## config.mk

```make
export PLATFORM = sky130hd
export DESIGN_NAME = ps2_rx
export DESIGN_NICKNAME = d
export VERILOG_FILES = /design/src/rtl/ps2_pkg.sv /design/src/rtl/ps2_rx_fifo.sv /design/src/rtl/ps2_rx.sv
export SDC_FILE = /design/constraint.sdc
export NUM_CORES = 1
export LEC_CHECK = 0
export BUFFER_PORTS_ARGS = -buffer_cell sky130_fd_sc_hd__buf_4
export CAP_MARGIN = 20
export CORE_MARGIN = 1.5
export CORE_UTILIZATION = 55
export CTS_CLUSTER_DIAMETER = 60
export DETAILED_ROUTE_END_ITERATION = 7
export PLACE_DENSITY_LB_ADDON = 0.12
export SYNTH_ARGS = -nofsm -noshare
export SYNTH_HDL_FRONTEND = slang
export SYNTH_SLANG_ARGS = --single-unit
```

## constraint.sdc

```tcl
create_clock -name clk_core -period 1.9 [get_ports clk_core]
set_input_delay 0 -clock clk_core [delete_from_list [all_inputs] [get_ports clk_core]]
set_output_delay 0 -clock clk_core [all_outputs]
set_load 0.03 [all_outputs]
```

## src/rtl/ps2_pkg.sv

```systemverilog
// Shared types and constants for the PS/2 device-to-host receiver.
package ps2_pkg;

    // Receive state machine; advances only on filtered PS/2 clock falls.
    typedef enum logic [1:0] {
        ST_IDLE   = 2'd0,
        ST_DATA   = 2'd1,
        ST_PARITY = 2'd2,
        ST_STOP   = 2'd3
    } ps2_state_t;

    localparam int PS2_DATA_BITS = 8;
    localparam int BIT_CNT_W     = $clog2(PS2_DATA_BITS);

    // Wide enough for FILTER_LEN up to 15.
    localparam int FILT_CNT_W    = 4;

    // Wide enough for TIMEOUT_CYCLES up to 65535.
    localparam int TO_CNT_W      = 16;

endpackage

```

## src/rtl/ps2_rx_fifo.sv

```systemverilog
// Synchronous show-ahead FIFO: o_data is the head entry whenever o_empty is low.
module ps2_rx_fifo #(
    parameter int unsigned WIDTH      = 8,
    parameter int unsigned DEPTH_LOG2 = 2
) (
    input  logic             clk,
    input  logic             rst,
    input  logic             i_push,
    input  logic [WIDTH-1:0] i_data,
    input  logic             i_pop,
    output logic [WIDTH-1:0] o_data,
    output logic             o_full,
    output logic             o_empty
);

    localparam int unsigned DEPTH = 1 << DEPTH_LOG2;

    logic [WIDTH-1:0]      r_mem [DEPTH];
    logic [DEPTH_LOG2-1:0] r_wr_ptr;
    logic [DEPTH_LOG2-1:0] r_rd_ptr;
    logic [DEPTH_LOG2:0]   r_count;

    logic w_do_push;
    logic w_do_pop;

    assign o_empty   = (r_count == '0);
    assign o_full    = (r_count == (DEPTH_LOG2 + 1)'(DEPTH));
    // Pop only when something is stored; a full FIFO accepts a push if it is popped in the same cycle.
    assign w_do_pop  = i_pop & ~o_empty;
    assign w_do_push = i_push & (~o_full | w_do_pop);
    assign o_data    = o_empty ? '0 : r_mem[r_rd_ptr];

    // Storage array write port.
    always_ff @(posedge clk) begin
        if (w_do_push) begin
            r_mem[r_wr_ptr] <= i_data;
        end
    end

    // Pointer and occupancy tracking.
    always_ff @(posedge clk or posedge rst) begin
        if (rst) begin
            r_wr_ptr <= '0;
            r_rd_ptr <= '0;
            r_count  <= '0;
        end else begin
            if (w_do_push) begin
                r_wr_ptr <= r_wr_ptr + DEPTH_LOG2'(1);
            end
            if (w_do_pop) begin
                r_rd_ptr <= r_rd_ptr + DEPTH_LOG2'(1);
            end
            case ({w_do_push, w_do_pop})
                2'b10:   r_count <= r_count + (DEPTH_LOG2 + 1)'(1);
                2'b01:   r_count <= r_count - (DEPTH_LOG2 + 1)'(1);
                default: r_count <= r_count;
            endcase
        end
    end

endmodule

```

## src/rtl/ps2_rx.sv

```systemverilog
// PS/2 device-to-host receiver: pin synchronisation and deglitching, frame
// deserialisation with parity/stop checks, timeout, host inhibit and byte FIFO.
module ps2_rx
    import ps2_pkg::*;
#(
    parameter int unsigned FILTER_LEN     = 4,
    parameter int unsigned TIMEOUT_CYCLES = 2048,
    parameter int unsigned DEPTH_LOG2     = 2
) (
    input  logic                     clk_core,
    input  logic                     reset,
    input  logic                     ps2_clk_in,
    input  logic                     ps2_data_in,
    input  logic                     inhibit_req,
    output logic                     ps2_clk_oe,
    input  logic                     rd,
    output logic [PS2_DATA_BITS-1:0] rx_data,
    output logic                     rx_valid,
    output logic                     frame_err,
    output logic                     overflow,
    input  logic                     err_clr
);

    // Input path registers (idle bus level is 1).
    logic                  r_clk_s1, r_clk_s2, r_clk_f, r_clk_prev;
    logic                  r_data_s1, r_data_s2, r_data_f;
    logic [FILT_CNT_W-1:0] r_clk_cnt, r_data_cnt;

    // Receive FSM and datapath registers.
    ps2_state_t               r_state, w_state_nxt;
    logic [BIT_CNT_W-1:0]     r_bit_cnt, w_bit_cnt_nxt;
    logic [PS2_DATA_BITS-1:0] r_shift, w_shift_nxt;
    logic                     r_parity, w_parity_nxt;
    logic [TO_CNT_W-1:0]      r_to_cnt;
    logic                     r_push, w_push_nxt;
    logic [PS2_DATA_BITS-1:0] r_push_data;
    logic                     r_clk_oe;
    logic                     r_frame_err, r_overflow;

    logic w_fall;
    logic w_timeout;
    logic w_err_set;
    logic w_full;
    logic w_empty;
    logic w_drop;

    assign w_fall    = r_clk_prev & ~r_clk_f;
    assign w_timeout = (r_to_cnt == TO_CNT_W'(TIMEOUT_CYCLES));

    // Two-flop synchronisers followed by counter filters on both pins.
    always_ff @(posedge clk_core or posedge reset) begin
        if (reset) begin
            r_clk_s1   <= 1'b1;
            r_clk_s2   <= 1'b1;
            r_clk_f    <= 1'b1;
            r_clk_prev <= 1'b1;
            r_clk_cnt  <= '0;
            r_data_s1  <= 1'b1;
            r_data_s2  <= 1'b1;
            r_data_f   <= 1'b1;
            r_data_cnt <= '0;
        end else begin
            r_clk_s1   <= ps2_clk_in;
            r_clk_s2   <= r_clk_s1;
            r_clk_prev <= r_clk_f;
            r_data_s1  <= ps2_data_in;
            r_data_s2  <= r_data_s1;
            if (r_clk_s2 != r_clk_f) begin
                if (r_clk_cnt == FILT_CNT_W'(FILTER_LEN - 1)) begin
                    r_clk_f   <= r_clk_s2;
                    r_clk_cnt <= '0;
                end else begin
                    r_clk_cnt <= r_clk_cnt + FILT_CNT_W'(1);
                end
            end else begin
                r_clk_cnt <= '0;
            end
            if (r_data_s2 != r_data_f) begin
                if (r_data_cnt == FILT_CNT_W'(FILTER_LEN - 1)) begin
                    r_data_f   <= r_data_s2;
                    r_data_cnt <= '0;
                end else begin
                    r_data_cnt <= r_data_cnt + FILT_CNT_W'(1);
                end
            end else begin
                r_data_cnt <= '0;
            end
        end
    end

    // FSM state, shift register, timeout counter and registered FIFO push.
    always_ff @(posedge clk_core or posedge reset) begin
        if (reset) begin
            r_state     <= ST_IDLE;
            r_bit_cnt   <= '0;
            r_shift     <= '0;
            r_parity    <= 1'b0;
            r_to_cnt    <= '0;
            r_push      <= 1'b0;
            r_push_data <= '0;
            r_clk_oe    <= 1'b0;
        end else begin
            r_state     <= w_state_nxt;
            r_bit_cnt   <= w_bit_cnt_nxt;
            r_shift     <= w_shift_nxt;
            r_parity    <= w_parity_nxt;
            r_push      <= w_push_nxt;
            r_push_data <= r_shift;
            r_clk_oe    <= inhibit_req;
            if (w_fall || (r_state == ST_IDLE)) begin
                r_to_cnt <= '0;
            end else if (!w_timeout) begin
                r_to_cnt <= r_to_cnt + TO_CNT_W'(1);
            end
        end
    end

    // Next-state logic: inhibit overrides timeout, which overrides clock falls.
    always_comb begin
        w_state_nxt   = r_state;
        w_bit_cnt_nxt = r_bit_cnt;
        w_shift_nxt   = r_shift;
        w_parity_nxt  = r_parity;
        w_push_nxt    = 1'b0;
        w_err_set     = 1'b0;
        if (r_clk_oe) begin
            w_state_nxt   = ST_IDLE;
            w_bit_cnt_nxt = '0;
        end else if ((r_state != ST_IDLE) && w_timeout) begin
            w_state_nxt   = ST_IDLE;
            w_bit_cnt_nxt = '0;
            w_err_set     = 1'b1;
        end else if (w_fall) begin
            case (r_state)
                ST_IDLE: begin
                    if (!r_data_f) begin
                        w_state_nxt   = ST_DATA;
                        w_bit_cnt_nxt = '0;
                    end else begin
                        w_err_set = 1'b1;
                    end
                end
                ST_DATA: begin
                    w_shift_nxt = {r_data_f, r_shift[PS2_DATA_BITS-1:1]};
                    if (r_bit_cnt == BIT_CNT_W'(PS2_DATA_BITS - 1)) begin
                        w_state_nxt = ST_PARITY;
                    end else begin
                        w_bit_cnt_nxt = r_bit_cnt + BIT_CNT_W'(1);
                    end
                end
                ST_PARITY: begin
                    w_parity_nxt = r_data_f;
                    w_state_nxt  = ST_STOP;
                end
                ST_STOP: begin
                    if (r_data_f && (^{r_shift, r_parity})) begin
                        w_push_nxt = 1'b1;
                    end else begin
                        w_err_set = 1'b1;
                    end
                    w_state_nxt   = ST_IDLE;
                    w_bit_cnt_nxt = '0;
                end
                default: begin
                    w_state_nxt = ST_IDLE;
                end
            endcase
        end
    end

    assign w_drop = r_push & w_full & ~(rd & ~w_empty);

    // Sticky error flags; a new error in the same cycle as err_clr keeps the flag set.
    always_ff @(posedge clk_core or posedge reset) begin
        if (reset) begin
            r_frame_err <= 1'b0;
            r_overflow  <= 1'b0;
        end else begin
            if (w_err_set) begin
                r_frame_err <= 1'b1;
            end else if (err_clr) begin
                r_frame_err <= 1'b0;
            end
            if (w_drop) begin
                r_overflow <= 1'b1;
            end else if (err_clr) begin
                r_overflow <= 1'b0;
            end
        end
    end

    ps2_rx_fifo #(
        .WIDTH      (PS2_DATA_BITS),
        .DEPTH_LOG2 (DEPTH_LOG2)
    ) u_fifo (
        .clk     (clk_core),
        .rst     (reset),
        .i_push  (r_push),
        .i_data  (r_push_data),
        .i_pop   (rd),
        .o_data  (rx_data),
        .o_full  (w_full),
        .o_empty (w_empty)
    );

    assign ps2_clk_oe = r_clk_oe;
    assign rx_valid   = ~w_empty;
    assign frame_err  = r_frame_err;
    assign overflow   = r_overflow;

endmodule

```

# After elaboration in Yosys (flattened, before gate mapping)
# Memories as Yosys holds them, arrays and structs flattened.
# Index checks and enable logic that the tools add are counted.
[op_classes] n_addsub=8 eq_ne=16 mux=36 bitwise_logic=12 n_reduce_logical=18
[ops] cell="16-bit 2-to-1 mux" count=2
[ops] cell="16-bit by 1-bit adder with 16-bit output, second input constant" count=1
[ops] cell="16-bit by 12-bit == test with 1-bit output, second input constant" count=1
[ops] cell="4-bit 2-to-1 mux" count=4
[ops] cell="1-bit 2-to-1 mux" count=15
[ops] cell="3-bit 2-to-1 mux" count=5
[ops] cell="4-bit AND reduction" count=3
[ops] cell="2-bit 2-to-1 mux" count=5
[ops] cell="3-bit one-hot mux with 3 select lines" count=1
[ops] cell="9-bit parity" count=1
[ops] cell="4-bit by 1-bit adder with 4-bit output, second input constant" count=2
[ops] cell="4-bit by 2-bit == test with 1-bit output, second input constant" count=2
[ops] cell="8-bit 2-to-1 mux" count=1
[ops] cell="4-bit inequality test, second input constant" count=2
[ops] cell="2-bit one-hot mux with 4 select lines" count=1
[ops] cell="2-bit nonzero test" count=4
[ops] cell="3-bit by 1-bit adder with 3-bit output, second input constant" count=2
[ops] cell="2-bit == test, second input constant" count=3
[ops] cell="3-bit == test, second input constant" count=2
[ops] cell="1-bit inverter" count=6
[ops] cell="3-bit one-hot mux with 2 select lines" count=1
[ops] cell="1-bit bitwise AND" count=5
[ops] cell="5-bit nonzero test" count=1
[ops] cell="2-bit by 1-bit adder with 2-bit output, second input constant" count=2
[ops] cell="14 further kinds" count=18
[totals] reg_bits=64 ram_bits=32 inputBits=7 word_cells=113 n_memories=1
[memory_table] name="u_fifo.r_mem" depth=4 word_bits=8 read_ports=1 rd_clocked_by_memory_dff=0 write_ports=1 line="ps2_rx_fifo.sv:18" rtl="logic [WIDTH-1:0] r_mem [DEPTH];"

# Depth between registers and ports, before layout
# Gate-level depths: netlist of the first run.
[logic_depth] word_depth=8 ltp_mapped=10

# Cells and area by module
# A second synthesis of the first run with hierarchy kept.
[unflattened] hier_cells=320 hier_area_um2=4325.4
[by_module_without_submodules] module="ps2_rx" instances=1 cells_each=214 area_each_um2=2596.2 seq_area_each_um2=1435.1
[by_module_without_submodules] module="ps2_rx_fifo" instances=1 cells_each=106 area_each_um2=1729.2 seq_area_each_um2=1136.1

# Worst setup path after synthesis of the first run
# No wires, ideal clock.
[synth_path] path_kind="register to register" startpoint="register u_fifo.r_count[0]" endpoint="register u_fifo.r_count[2]" setup_ps=79 arrival_time_ps=2096 slack_ps=-275 stages_incl_launch_ff=10 path_buffers=1 cell_sequence="dfrtp_1 > or3_1 > clkbuf_1 > and2_1 > ha_1 > inv_1 > fa_1 > xor2_1 > nor2_1 > xor2_1"
[synth_between] elab_chain_cells=7
[synth_rtl] element="start, declared" line="ps2_rx_fifo.sv:21" rtl="logic [DEPTH_LOG2:0] r_count;"
[synth_rtl] element="start signal, assigned" line="ps2_rx_fifo.sv:54" rtl="2'b10: r_count <= r_count + (DEPTH_LOG2 + 1)'(1);"
[synth_rtl] element="start signal, assigned" line="ps2_rx_fifo.sv:55" rtl="2'b01: r_count <= r_count - (DEPTH_LOG2 + 1)'(1);"
[synth_rtl] element="start signal, assigned" line="ps2_rx_fifo.sv:56" rtl="default: r_count <= r_count;"
[synth_rtl] element="3-bit zero test *" line="ps2_rx_fifo.sv:26" rtl="assign o_empty = (r_count == '0);"
[synth_rtl] element="1-bit inverter *"
[synth_rtl] element="via rx_valid" line="ps2_rx.sv:18" rtl="output logic rx_valid,"
[synth_rtl] element="1-bit bitwise AND *" line="ps2_rx_fifo.sv:29" rtl="assign w_do_pop = i_pop & ~o_empty;"
[synth_rtl] element="via u_fifo.w_do_pop" line="ps2_rx_fifo.sv:24" rtl="logic w_do_pop;"
[synth_rtl] element="1-bit OR" line="ps2_rx_fifo.sv:30" rtl="assign w_do_push = i_push & (~o_full | w_do_pop);"
[synth_rtl] element="1-bit bitwise AND" line="ps2_rx_fifo.sv:30"
[synth_rtl] element="2-bit by 1-bit == test with 1-bit output / 2-bit == test (equally long branches)" line="ps2_rx_fifo.sv:53" rtl="case ({w_do_push, w_do_pop})"
[synth_rtl] element="3-bit one-hot mux with 2 select lines / 2-bit nonzero test (equally long branches)"
# The timed path passes the listed nets; every way through them passes the cells marked *.
# A chain may end at the register's enable or synchronous reset.

# Final worst setup path of the first run
[layout_path] startpoint="register u_fifo.r_count[0]" endpoint="register u_fifo.r_count[2]"
[layout_between] elab_chain_cells=7
[layout_rtl] element="3-bit zero test *" line="ps2_rx_fifo.sv:26"
[layout_rtl] element="1-bit inverter *" line="ps2_rx_fifo.sv:29"
[layout_rtl] element="1-bit bitwise AND *" line="ps2_rx_fifo.sv:29"
[layout_rtl] element="via u_fifo.w_do_pop" line="ps2_rx_fifo.sv:24"
[layout_rtl] element="1-bit OR" line="ps2_rx_fifo.sv:30"
[layout_rtl] element="1-bit bitwise AND" line="ps2_rx_fifo.sv:30"
[layout_rtl] element="2-bit by 1-bit == test with 1-bit output / 2-bit == test (equally long branches)" line="ps2_rx_fifo.sv:53"
[layout_rtl] element="3-bit one-hot mux with 2 select lines / 2-bit nonzero test (equally long branches)"
# Marks and branches as above.

==> results.py, run 1 <==
metrics = {
    "floorplan": {
        "num_io_pins": 19,
        "row_count": 31,
        "dieWidth_um": 90.8,
        "die_h_um": 90.8,
        "initial_core_util": 0.575,
        "fp.coreArea_um2": 7370,
        "fp.dieArea_um2": 8250,
    },
    "job": {
        "maxCapViolations": 0,
    },
    "power": {
        "p_comb_frac": 0.304,
        "ir_worst_vdd_mv": 0.519,
        "switchingPower_mw": 1.79,
        "power_mw": 5.62,
        "swShare": 0.318,
        "clockPowerShare": 0.239,
        "intPower_mw": 3.83,
        "power.density_nw_per_um2": 1120,
        "p_leak_nw": 2.06,
        "seq_power_share": 0.457,
    },
    "timing": {
        "worst_pin_slew_ns": 0.423,
        "final.setup.worst_slack_ns": -0.0330,
        "max_freq_ghz": 0.517,
        "finalCritPeriodShare": 1.02,
        "min_period_ns": 1.93,
        "maxSlewHeadroom": 0.716,
        "final.setup_skew_ns": 0.0124,
        "finalHoldViolations": 0,
        "setup_viol": 1,
        "rsz0062_at_grt": "true",
        "final_max_slew_viol_count": 0,
    },
    "grt": {
        "grt_pass1_vias": 2537,
        "grt_pass1_wl_um": 11400,
        "grt-ovfl-total": 0,
        "antenna_found_initial": 0,
        "grt_max_degree": 65,
        "grt_use_total": 0.177,
    },
    "synthesis": {
        "netlist_instances": 313,
        "synth_area_per_cell_um2": 13.5,
        "ys_seq_area_frac": 0.606,
        "async_flop_share": 0.667,
        "synth_compound_area_frac": 0.0407,
        "synth_edf_count": 32,
        "synth.mux.area_fraction": 0.0817,
        "synth_top_family_by_area": "simple AND/OR/NAND/NOR gates",
        "synth_warnings": 0,
        "synth_ff_type": "dfrtp_1",
        "synth_fa_ha_area_frac": 0.0519,
        "synth_seq_cells": 96,
        "synth-xor-area-share": 0.0549,
        "synth_cell_type_count": 42,
        "netlist_area_um2": 4240,
        "synth.net_count": 337,
        "synthSimpleGateAreaFrac": 0.139,
    },
    "drt": {
        "met3_length_um": 154,
        "routed.top_layer": "met4",
        "drcViolationCount": 0,
        "wl_per_cell_um": 13.8,
        "drtAntennaViolNets": 0,
        "first_iter_violations": 151,
        "num_vias": 2489,
        "met1_length_um": 3100,
        "wl_met2_um": 3140,
        "wl_um": 6530,
        "dr.pass1.iters": 4,
        "vias_per_cell": 5.27,
    },
    "finish": {
        "fin_cells": 472,
        "drive_gt1_frac": 0.303,
        "areaGrowthSynthToFinish_pct": 17.9,
        "multi_input_area_um2": 1610,
        "final_cell_mix": "dfrtp_1, buf_4, edfxtp_1",
        "nNetsFinal": 392,
        "seqCellArea_um2": 2570,
        "fillers": 540,
        "utilization": 0.678,
        "antenna_cells": 0,
        "mostFrequentLayoutCell": "dfrtp_1",
    },
    "run_status": {
        "status": "finished, violations left",
        "violations": "negative setup slack",
    },
    "clock_network": {
        "root_buffer": "clkbuf_8",
        "cts_buffers": 9,
        "cts_tree": "yes",
        "clk_pin_slew_ns": 0.10,
        "clk_latency_ns": 0.36,
        "clk_path_buf_depth": 2,
        "cts_sinks": 96,
        "htreeDepth": 3,
    },
    "worst_setup_path": {
        "arrival_ns": 2.18,
        "path_class": "reg -> reg",
        "cp_data_required_time_ns": 2.15,
        "startpoint_type": "flip-flop",
        "end_kind": "flip-flop",
        "critPathMaxFanout": 3,
    },
    "worst_hold_path": {
        "holdCritPathClass": "in -> async",
    },
    "place": {
        "placedCellCount": 444,
        "place_congestion": 0.760,
        "port_buffers": 18,
        "dp_hpwl_um": 4460,
    },
}
[routing by layer]
metal,vias to the layer above,track usage
li1,1218,-
met1,1228,0.220
met2,34,0.296
met3,9,0.0362
met4,0,0.0859
met5,-,0
[logic make-up (layout without fill, tap and decap cells)]
kind of cell	Yosys count	after routing
mux	23	23
buf+inv	26	86
xor+xnor	25	25
fa+ha+maj	17	17
simple gates	99	99
flops	96	96
compound gates	27	27
[flip-flops by register name, indices dropped and copies added (netlist names), 2 cells and up]
signal and count:
r_push_data 8, u_fifo.r_count 3, u_fifo.r_mem 32, u_fifo.r_rd_ptr 2, r_data_cnt 4, u_fifo.r_wr_ptr 2, r_bit_cnt 3, r_shift 8
r_state 2, r_clk_cnt 4, r_to_cnt 16
[Yosys cell counts, drive strengths merged (6+ instances only)]
library cell	n	area, um^2
a21oi	12	60.1
and2	13	81.3
clkbuf	6	22.5
dfrtp	57	1430
dfstp	7	184
edfxtp	32	961
ha	16	200
inv	17	63.8
mux2	13	146
mux4	8	180
nand2	17	63.8
nand3	8	40.0
nand4	8	71.3
nor2	18	67.6
nor3	8	40.0
o21ai	9	45.0
or3	7	46.3
xnor2	16	140
xor2	8	70.1
[area by class of cell]
class,count,area share
Sequential cell,96,0.515
Multi-Input combinational cell,191,0.322
Timing Repair Buffer,53,0.0851
Clock buffer,10,0.0255
Tap cell,99,0.0248
Clock inverter,6,0.0150
Inverter,17,0.0128
[power by group through the flow]
stage	Combinational [mW]	Sequential [mW]	Clock (mW)
after floorplan	1.22	2.54	0
after global placement	1.62	2.60	0
after detailed placement	1.63	2.61	0
after CTS	1.69	2.56	1.39
after global routing	1.88	2.60	1.47
final	1.71	2.57	1.34
[worst paths after layout]
check,start,end,cells past startpoint,slack (ns)
hold reg to reg,r_clk_s1,r_clk_s2,0,0.36
min in group clk_core,ps2_data_in,r_data_s1,2,0.28
hold / removal,reset,u_fifo.r_count[0],4,0.26
setup / recovery,u_fifo.r_count[0],u_fifo.r_count[2],9,-0.03
max in group asynchronous,reset,r_clk_prev,4,1.32
setup reg to reg,u_fifo.r_count[0],u_fifo.r_count[2],9,-0.03
[worst max-delay path, stage by stage (launching register included)]
cell     delay [ns]
dfrtp_1        0.42
buf_4          0.16
or3_4          0.33
and2_4         0.18
ha_4           0.15
inv_2          0.04
fa_2           0.18
xor2_1         0.13
nor2_1         0.08
xor2_1         0.16
[metrics by stage]
stage	hold WS [ns]	worst slack, ns	TNS (ns)	instance area (um^2)
after floorplan	0.00448	-0.0363	-0.0383	4280
after global placement	0.0956	0.0606	0	4660
after detailed placement	0.101	-0.0592	-0.0592	4660
after CTS	0.257	-0.0178	-0.0178	4960
after global routing	0.274	-0.131	-0.230	5000
final	0.256	-0.0330	-0.0330	5000
[timing repair]
action	CTS	global route
gates resized for setup	0	7
pin swaps	5	5
cloned	0	0
endpoints found under the hold margin	67	0
hold buffers	6	0
setup endpoints to repair	1	5
buffers inserted	4	2
(Power assumes the default switching activity.)
==> run 2, diff against run 1 <==
- CELL_PAD_IN_SITES_DETAIL_PLACEMENT: default -> 1
- CELL_PAD_IN_SITES_GLOBAL_PLACEMENT: default -> 1
- CORE_UTILIZATION: 55 -> 25
==> run 2 against run 1 <==
Effect of this change: worst setup slack better by 0.021 ns; global-route usage down 7.2 points; combinational power up 8%; largest power group unchanged; clock power up 25%; critical endpoint unchanged; flip-flop and latch count unchanged; die area up 120%; register-to-register slack better by 0.02 ns; the run still ends with negative setup slack left.
==> results.py, run 2 (synthesis results as in run 1) <==
metrics = {
    "grt": {
        "antenna_found_initial": 0,
        "grt-ovfl-total": 0,
        "grt_pass1_vias": 2820,
        "grt_pass1_wl_um": 14500,
        "grt_max_degree": 65,
        "grt_use_total": 0.105,
    },
    "clock_network": {
        "clk_latency_ns": 0.35,
        "clk_path_buf_depth": 2,
        "clk_pin_slew_ns": 0.07,
        "root_buffer": "clkbuf_16",
        "htreeDepth": 3,
        "cts_sinks": 96,
        "cts_tree": "yes",
        "cts_buffers": 9,
    },
    "job": {
        "maxCapViolations": 0,
    },
    "timing": {
        "setup_viol": 1,
        "max_freq_ghz": 0.523,
        "final_max_slew_viol_count": 0,
        "final.setup_skew_ns": 0.00910,
        "final.setup.worst_slack_ns": -0.0123,
        "maxSlewHeadroom": 0.707,
        "rsz0062_at_grt": "true",
        "worst_pin_slew_ns": 0.440,
        "finalCritPeriodShare": 1.01,
        "finalHoldViolations": 0,
        "min_period_ns": 1.91,
    },
    "worst_setup_path": {
        "cp_data_required_time_ns": 2.13,
        "critPathMaxFanout": 2,
        "startpoint_type": "flip-flop",
        "path_class": "reg -> reg",
        "arrival_ns": 2.15,
        "end_kind": "flip-flop",
    },
    "floorplan": {
        "initial_core_util": 0.256,
        "fp.coreArea_um2": 16600,
        "die_h_um": 133,
        "row_count": 47,
        "fp.dieArea_um2": 17800,
        "dieWidth_um": 133,
        "num_io_pins": 19,
    },
    "drt": {
        "num_vias": 2570,
        "dr.pass1.iters": 4,
        "vias_per_cell": 4.26,
        "drtAntennaViolNets": 0,
        "first_iter_violations": 105,
        "drcViolationCount": 0,
        "wl_per_cell_um": 14.0,
        "wl_um": 8420,
    },
    "run_status": {
        "status": "finished, violations left",
        "violations": "negative setup slack",
    },
    "finish": {
        "largestRegisters": "u_fifo.r_mem x32, r_to_cnt x16",
        "nNetsFinal": 402,
        "largest_register_ff_count": 32,
        "mostFrequentLayoutCell": "dfrtp_1",
        "largest_register": "u_fifo.r_mem",
        "utilization": 0.321,
        "drive_gt1_frac": 0.329,
        "stdcell_area_um2": 5320,
        "antenna_cells": 0,
        "areaGrowthSynthToFinish_pct": 25.4,
        "fillers": 1803,
        "final_cell_mix": "dfrtp_1, buf_4, edfxtp_1",
    },
    "power": {
        "power_mw": 6.11,
        "p_leak_nw": 2.14,
        "ir_worst_vdd_mv": 0.457,
        "power.density_nw_per_um2": 1150,
    },
    "place": {
        "place_congestion": 0.698,
        "place_area_um2": 4870,
        "dp_hpwl_um": 5760,
        "port_buffers": 18,
    },
    "worst_hold_path": {
        "holdCritPathClass": "in -> reg",
    },
}
## run 2: cell types whose count changed in the layout (fill, tap and decap cells not counted), sizes merged
cell         change
clkinv           +3
bufinv           -1
clkbuf           -1
buf             +11
inv              -1
dlygate4sd3      -1
## run 2: metrics by stage
step | hold WS, ns | setup slack (ns) | setup TNS [ns] | instances
after floorplan | 0.00448 | -0.0363 | -0.0383 | 313
after detailed placement | 0.110 | -0.0286 | -0.0286 | 572
after CTS | 0.00203 | -0.0369 | -0.0369 | 599
final | 0.113 | -0.0123 | -0.0123 | 603
after global placement | 0.109 | 0.0712 | 0 | 572
after global routing | 0.112 | -0.132 | -0.217 | 603
## run 2: final timing paths
path / startpoint / endpoint / slack (ns) / cells past startpoint
min: rd / u_fifo.r_rd_ptr[0] / 0.11 / 4
min in group asynchronous: reset / u_fifo.r_wr_ptr[0] / 0.28 / 4
min reg2reg: r_clk_s1 / r_clk_s2 / 0.36 / 0
max in group asynchronous: reset / r_clk_prev / 1.27 / 4
max: u_fifo.r_count[0] / u_fifo.r_count[2] / -0.01 / 9
max reg2reg: u_fifo.r_count[0] / u_fifo.r_count[2] / -0.01 / 9
## run 2: what timing repair did
item,4_1_cts,5_1_grt
gates resized for setup,0,10
pin swaps,2,3
buffers inserted,6,4
endpoints found under the hold margin,61,0
hold buffers,5,0
setup endpoints to repair,1,11
## run 2: power breakdown
group	switching, mW	internal (mW)
clock	0.797	0.888
sequential	0.208	2.37
combinational	0.936	0.907
## run 2: cell type report
cell class / count / area (um^2) / area share
inverters: 17 / 63.8 / 0.0120
clock inverters: 7 / 46.3 / 0.00871
multi-input cells: 191 / 1620 / 0.305
well taps: 220 / 275 / 0.0518
flip-flops and latches: 96 / 2570 / 0.484
clock buffers: 9 / 225 / 0.0424
repair buffers: 63 / 514 / 0.0967
## run 2: per-layer routing
metal	track usage	up-vias	routed length (um)
met5	0	-	0
met4	0.0399	0	137
met3	0.0312	11	238
met2	0.173	25	4120
met1	0.131	1302	3930
li1	-	1232	-
## run 2: worst max-delay path: stages (launching register included)
cell and delay, ns:
dfrtp_1 0.42, buf_6 0.13, or3_4 0.32, and2_4 0.16
ha_4 0.16, inv_2 0.05, fa_2 0.19, xor2_1 0.17
nor2_1 0.07, xor2_1 0.14
